===== src/rtl/eq2_sweep_checker_amisha_if.sv =====
// Stimulus/response bundle between the sweep checker
// and the 2-bit equality comparator it exercises.
interface eq2_sweep_checker_amisha_if #(
  parameter int WIDTH = 2
);
  logic               start_amisha;
  logic               aeqb_amisha;
  logic [WIDTH-1:0]   a_amisha;
  logic [WIDTH-1:0]   b_amisha;
  logic               busy_amisha;
  logic               done_amisha;
  logic               pass_amisha;
  logic [2*WIDTH:0]   err_count_amisha;
  logic [WIDTH-1:0]   fail_a_amisha;
  logic [WIDTH-1:0]   fail_b_amisha;

  modport master (
    input  start_amisha,
    input  aeqb_amisha,
    output a_amisha,
    output b_amisha,
    output busy_amisha,
    output done_amisha,
    output pass_amisha,
    output err_count_amisha,
    output fail_a_amisha,
    output fail_b_amisha
  );

  modport slave (
    output start_amisha,
    output aeqb_amisha,
    input  a_amisha,
    input  b_amisha,
    input  busy_amisha,
    input  done_amisha,
    input  pass_amisha,
    input  err_count_amisha,
    input  fail_a_amisha,
    input  fail_b_amisha
  );
endinterface


===== src/rtl/eq2_sweep_checker_amisha.sv =====
// Built-in self-test sweep for the eq2 comparator:
// walks every {a,b}, checks aeqb, logs errors.
module eq2_sweep_checker_amisha #(
  parameter int WIDTH  = 2,
  parameter int SETTLE = 1
) (
  input  logic clk_amisha,
  input  logic reset_amisha,
  eq2_sweep_checker_amisha_if.master bus
);
  localparam int IW = 2 * WIDTH;
  localparam int CW = (SETTLE > 1) ? $clog2(SETTLE) : 1;

  typedef enum logic [1:0] {
    S_IDLE,
    S_SETTLE,
    S_CHECK,
    S_DONE
  } state_t;

  state_t         state;
  logic [IW-1:0]  idx;
  logic [CW-1:0]  cnt;
  logic           busy_q;
  logic           done_q;
  logic           pass_q;
  logic [IW:0]    err_q;
  logic [WIDTH-1:0] fail_a_q;
  logic [WIDTH-1:0] fail_b_q;
  logic           seen_q;

  logic [WIDTH-1:0] cur_a;
  logic [WIDTH-1:0] cur_b;
  logic           mismatch;
  logic [IW:0]    err_nxt;

  assign cur_a = idx[IW-1:WIDTH];
  assign cur_b = idx[WIDTH-1:0];

  // Compare the sampled result to the ideal a==b.
  always_comb begin
    mismatch = 1'b0;
    err_nxt  = err_q;
    mismatch = (bus.aeqb_amisha != (cur_a == cur_b));
    err_nxt  = err_q + {{IW{1'b0}}, mismatch};
  end

  // Sweep sequencer with registered status outputs.
  always_ff @(posedge clk_amisha) begin
    if (reset_amisha) begin
      state    <= S_IDLE;
      idx      <= '0;
      cnt      <= '0;
      busy_q   <= 1'b0;
      done_q   <= 1'b0;
      pass_q   <= 1'b0;
      err_q    <= '0;
      fail_a_q <= '0;
      fail_b_q <= '0;
      seen_q   <= 1'b0;
    end else begin
      done_q <= 1'b0;
      unique case (state)
        S_IDLE: begin
          if (bus.start_amisha) begin
            state    <= S_SETTLE;
            idx      <= '0;
            cnt      <= '0;
            err_q    <= '0;
            pass_q   <= 1'b0;
            fail_a_q <= '0;
            fail_b_q <= '0;
            seen_q   <= 1'b0;
            busy_q   <= 1'b1;
          end
        end
        S_SETTLE: begin
          if (cnt == CW'(SETTLE - 1)) begin
            state <= S_CHECK;
          end else begin
            cnt <= cnt + CW'(1);
          end
        end
        S_CHECK: begin
          if (mismatch) begin
            err_q <= err_nxt;
            if (!seen_q) begin
              fail_a_q <= cur_a;
              fail_b_q <= cur_b;
              seen_q   <= 1'b1;
            end
          end
          if (idx == '1) begin
            state  <= S_DONE;
            done_q <= 1'b1;
            busy_q <= 1'b0;
            pass_q <= (err_nxt == '0);
            idx    <= '0;
          end else begin
            idx   <= idx + IW'(1);
            cnt   <= '0;
            state <= S_SETTLE;
          end
        end
        S_DONE: begin
          state <= S_IDLE;
        end
        default: begin
          state <= S_IDLE;
        end
      endcase
    end
  end

  assign bus.a_amisha         = cur_a;
  assign bus.b_amisha         = cur_b;
  assign bus.busy_amisha      = busy_q;
  assign bus.done_amisha      = done_q;
  assign bus.pass_amisha      = pass_q;
  assign bus.err_count_amisha = err_q;
  assign bus.fail_a_amisha    = fail_a_q;
  assign bus.fail_b_amisha    = fail_b_q;
endmodule

===== src/flat_wrapper.sv =====
// flat-port wrapper written by rule: the top's interface ports become plain ports
module eq2_sweep_checker_amisha_flat 
#(
  parameter int WIDTH  = 2,
  parameter int SETTLE = 1
)
  (clk_amisha, reset_amisha, bus_start_amisha, bus_aeqb_amisha, bus_a_amisha, bus_b_amisha, bus_busy_amisha, bus_done_amisha, bus_pass_amisha, bus_err_count_amisha, bus_fail_a_amisha, bus_fail_b_amisha);
  eq2_sweep_checker_amisha_if #(.WIDTH(WIDTH)) bus_i ();
  input  logic clk_amisha;
  input  logic reset_amisha;
  input wire logic [$bits(bus_i.start_amisha)-1:0] bus_start_amisha;
  input wire logic [$bits(bus_i.aeqb_amisha)-1:0] bus_aeqb_amisha;
  output wire logic [$bits(bus_i.a_amisha)-1:0] bus_a_amisha;
  output wire logic [$bits(bus_i.b_amisha)-1:0] bus_b_amisha;
  output wire logic [$bits(bus_i.busy_amisha)-1:0] bus_busy_amisha;
  output wire logic [$bits(bus_i.done_amisha)-1:0] bus_done_amisha;
  output wire logic [$bits(bus_i.pass_amisha)-1:0] bus_pass_amisha;
  output wire logic [$bits(bus_i.err_count_amisha)-1:0] bus_err_count_amisha;
  output wire logic [$bits(bus_i.fail_a_amisha)-1:0] bus_fail_a_amisha;
  output wire logic [$bits(bus_i.fail_b_amisha)-1:0] bus_fail_b_amisha;
  assign bus_i.start_amisha = bus_start_amisha;
  assign bus_i.aeqb_amisha = bus_aeqb_amisha;
  assign bus_a_amisha = bus_i.a_amisha;
  assign bus_b_amisha = bus_i.b_amisha;
  assign bus_busy_amisha = bus_i.busy_amisha;
  assign bus_done_amisha = bus_i.done_amisha;
  assign bus_pass_amisha = bus_i.pass_amisha;
  assign bus_err_count_amisha = bus_i.err_count_amisha;
  assign bus_fail_a_amisha = bus_i.fail_a_amisha;
  assign bus_fail_b_amisha = bus_i.fail_b_amisha;
  eq2_sweep_checker_amisha #(.WIDTH(WIDTH), .SETTLE(SETTLE)) u_core (.clk_amisha(clk_amisha), .reset_amisha(reset_amisha), .bus(bus_i));
endmodule

===== config.mk =====
export PLATFORM = sky130hd
export DESIGN_NAME = eq2_sweep_checker_amisha_flat
export DESIGN_NICKNAME = d
export VERILOG_FILES = /design/src/rtl/eq2_sweep_checker_amisha_if.sv /design/src/rtl/eq2_sweep_checker_amisha.sv /design/src/flat_wrapper.sv
export SDC_FILE = /design/constraint.sdc
export NUM_CORES = 1
export LEC_CHECK = 0
export CAP_MARGIN = 20
export CORE_MARGIN = 10
export CORE_UTILIZATION = 40
export DETAILED_ROUTE_END_ITERATION = 16
export GPL_TIMING_DRIVEN = 0
export PLACE_DENSITY = 0.62
export SETUP_SLACK_MARGIN = 0.1
export SYNTH_ARGS = -nofsm -noshare
export SYNTH_HDL_FRONTEND = slang
export SYNTH_SLANG_ARGS = --single-unit

===== constraint.sdc =====
create_clock -name clk_amisha -period 3.25 [get_ports clk_amisha]
set_clock_uncertainty 0.15 [all_clocks]
set_input_delay 0.65 -clock clk_amisha [delete_from_list [all_inputs] [get_ports clk_amisha]]
set_output_delay 0.65 -clock clk_amisha [all_outputs]
set_load 0.01 [all_outputs]

==> key figures <==
Synth
  • Synth Instances: 102
  • Syn Area/Cell: 8.967 um^2
  • Top cell type's share of synthesized area: 41.59%
  • Cell variety after synth: 34
  • Synth Warn #: 0
  • Post-Syn Area: 914.6 um^2
  • Async S/R FF share, synth: 0%
  • Synthesized flop and latch total: 19
  • Multiplexer share of the synthesized area: 2.462%
  • Synth Area in Adders: 4.104%
  • Number of flops mapped to enable cells by yosys: 0
  • Register area share after synthesis: 41.59%
  • Simple-gate area share of the yosys netlist: 25.44%
  • Main synth FF type: dfxtp_1
  • Most common library cells after synthesis: 19 x dfxtp_1, 11 x nor2_1, 8 x o21ai_0, 7 x nand3_1, 5 x nand2b_1
  • Most frequent cell after synthesis: dfxtp_1
  • XOR/XNOR Fraction of Synth Area: 5.746%
  • Largest family of logic cells by synthesized area: simple AND/OR/NAND/NOR gates
  • Synth area leaders: dfxtp_1 42%, nor2_1 4.5%, o21ai_0 4.4%
  • Post-synth top area cell: dfxtp_1
  • Syn Nets: 109
  • Post-synthesis compound-gate area fraction: 16.55%

Setup path
  • Crit-path cells: clkdlybuf4s50_1, o21a_1, or2_2, ha_1, ha_1, or4_1, nor3_1, nand3_1, o21ai_0
  • CP Class: in2reg
  • Slowest CP cell: or4_1
  • CP Max Fanout: 2
  • WP data arrival: 2.90 ns
  • Most frequent CP cell: ha_1
  • CP peak stage delay: 0.51 ns
  • Startpoint types: primary input
  • Crit. End Element: flip-flop
  • R2R Path Start: u_core.idx[0]$_SDFFE_PP0P_
  • Setup crit start: bus_aeqb_amisha
  • Worst Path Required: 3.32 ns

Die
  • Chip Width: 67.82 um
  • Die area: 4600 um^2
  • Die Y: 67.82 um
  • Row cnt: 17
  • Core Footprint: 2191 um^2
  • I/O pin total: 20
  • Initial Util: 41.75%

Drt
  • Total Wirelength: 2148 um
  • Vias per cell: 5.190
  • WL per Instance: 14.04 um
  • DRC violation total after the first TritonRoute iteration: 18
  • Total number of vias: 794
  • DRC violations left: 0
  • Routed Antenna Nets: 0
  • TritonRoute pass-1 iters: 4

Clock network
  • H-Tree Depth: 1
  • CTS tree: done
  • CTS Buf Count: 3
  • Sinks on Clock Net: 19
  • Post-cts sizing count: 0
  • Setup Buffers After CTS: 0
  • Root buffer cell: clkbuf_4
  • Worst skew pair latency: 0.29 ns
  • Largest buffer count on any clock path: 2
  • Reg clk slew, reported paths: 0.10 ns
  • Hold_buf cts: 0

Cells and area
  • Final Cell Area: 1166 um^2
  • Util after Layout: 53.23%
  • Fill cell count: 213
  • Layout area overhead: 27.50%
  • Layout cells sized above 1: 8.000%
  • Ant diodes: 0
  • Layout Nets: 133

Pwr
  • Pwr dens: 342.4 nW/um^2
  • Design Power: 0.3993 mW
  • Leakage: 0.4286 nW
  • Peak VDD IR: 0.1855 mV

Global route
  • Vias in the first global route: 797
  • Global router's overall resource usage: 10.16%
  • Initial antenna violation count: 0
  • First-pass GRT wire length: 3650 um
  • Gr ovfl total: 0
  • Largest net degree at the start of global routing: 11

Timing
  • Min Hold Slack: 0.3099 ns
  • Tcrit/Tclk final: 87.01%
  • Final Setup Violations: 0
  • Final min period: 2.828 ns
  • Max_slew headroom: 59.85%
  • Setup_tns: 0 ns
  • Final number of max-transition violations: 0
  • Fin. Hold Viols: 0
  • Achievable frequency: 353.6 MHz
  • RSZ-0062 raised after global routing: false
  • Worst Tran Pin Value: 0.6001 ns

Outcome
  • Status: completed

Run
  • Count of max-cap constraint violations: 0

Min path
  • Hold_sp: u_core.bus.fail_a_amisha[0]$_SDFFE_PP0P_
  • HP Class: reg2reg

Placed design
  • Routability cong.: 0.8166
  • Placement Cell Area: 1140 um^2
  • Input/output buffers: 19
  • HPWL Detailed: 1593 um
==> cells in the final DEF (no fill, tap or decap), types with 4 or more instances in the layout <==
cell             instances
clkdlybuf4s50_1         19
dfxtp_1                 19
nor2_1                  11
o21ai_0                  8
nand3_1                  7
nand2b_1                 5
xor2_1                   4
nor3_1                   4
clkbuf_1                 4
nand2_1                  4
or4b_1                   4
==> kinds of logic (layout without fill, tap and decap cells) <==
| family | Yosys count | in the layout |
|---|---|---|
| xor+xnor | 6 | 6 |
| mux | 2 | 2 |
| compound gates | 23 | 23 |
| fa+ha+maj | 3 | 3 |
| simple gates | 42 | 42 |
| flops | 19 | 19 |
| buf+inv | 7 | 30 |
==> routing by layer <==
metal  global-route usage, %  share of wire (%)  vias to the layer above  routed length [um]
met5                       0                  0                        -                   0
met1                   11.69                 44                      368                 942
met4                   5.779               0.65                        0                  14
li1                        -                  -                      415                   -
met3                   2.610                5.5                        2                 118
met2                   16.78                 50                        9                1071
==> through the flow <==
stage	setup WS (ns)	instances
2_1_floorplan	0.6839	102
3_3_place_gp	0.1075	149
3_5_place_dp	0.1234	149
4_1_cts	0.4240	153
5_1_grt	0.2604	153
6_report	0.4221	153
==> sequential cells by signal, indices dropped and copies added, names as in the netlist <==
| register | cells |
|---|---|
| u_core.state | 2 |
| u_core.idx | 4 |
| u_core.bus.pass_amisha | 1 |
| u_core.bus.fail_a_amisha | 2 |
| u_core.bus.err_count_amisha | 5 |
| u_core.bus.busy_amisha | 1 |
| u_core.bus.fail_b_amisha | 2 |
| u_core.seen_q | 1 |
| u_core.bus.done_amisha | 1 |
==> area by class of cell <==
class / count / area (um^2) / area share (%)
tap: 28 / 35.03 / 3.004
timing repair buffer: 19 / 190.2 / 16.31
multi-input combinational: 76 / 496.7 / 42.60
clock buffer: 4 / 26.28 / 2.253
buffer: 5 / 30.03 / 2.575
sequential: 19 / 380.4 / 32.62
inverter: 2 / 7.507 / 0.6438
==> power breakdown <==
part / switching, mW / internal, mW / total [mW]
Sequential: 0.00441 / 0.237 / 0.241
Combinational: 0.0220 / 0.0178 / 0.0398
Clock: 0.0706 / 0.0477 / 0.118
==> critical path: cells and delay by family <==
kind            cells  cell delay (ns)
fa+ha+maj           2             0.50
simple gates        4             1.10
compound gates      2             0.22
buf+inv             1             0.44
==> final timing paths <==
check,endpoint,slack [ns],cells past startpoint
setup reg to reg,u_core.bus.pass_amisha$_SDFFE_PP0P_,0.51,9
hold reg to reg,u_core.bus.fail_a_amisha[0]$_SDFFE_PP0P_,0.31,2
hold / removal,u_core.bus.fail_a_amisha[0]$_SDFFE_PP0P_,0.31,2
setup / recovery,u_core.bus.pass_amisha$_SDFFE_PP0P_,0.42,9
Power figures use the tool's default switching activity.
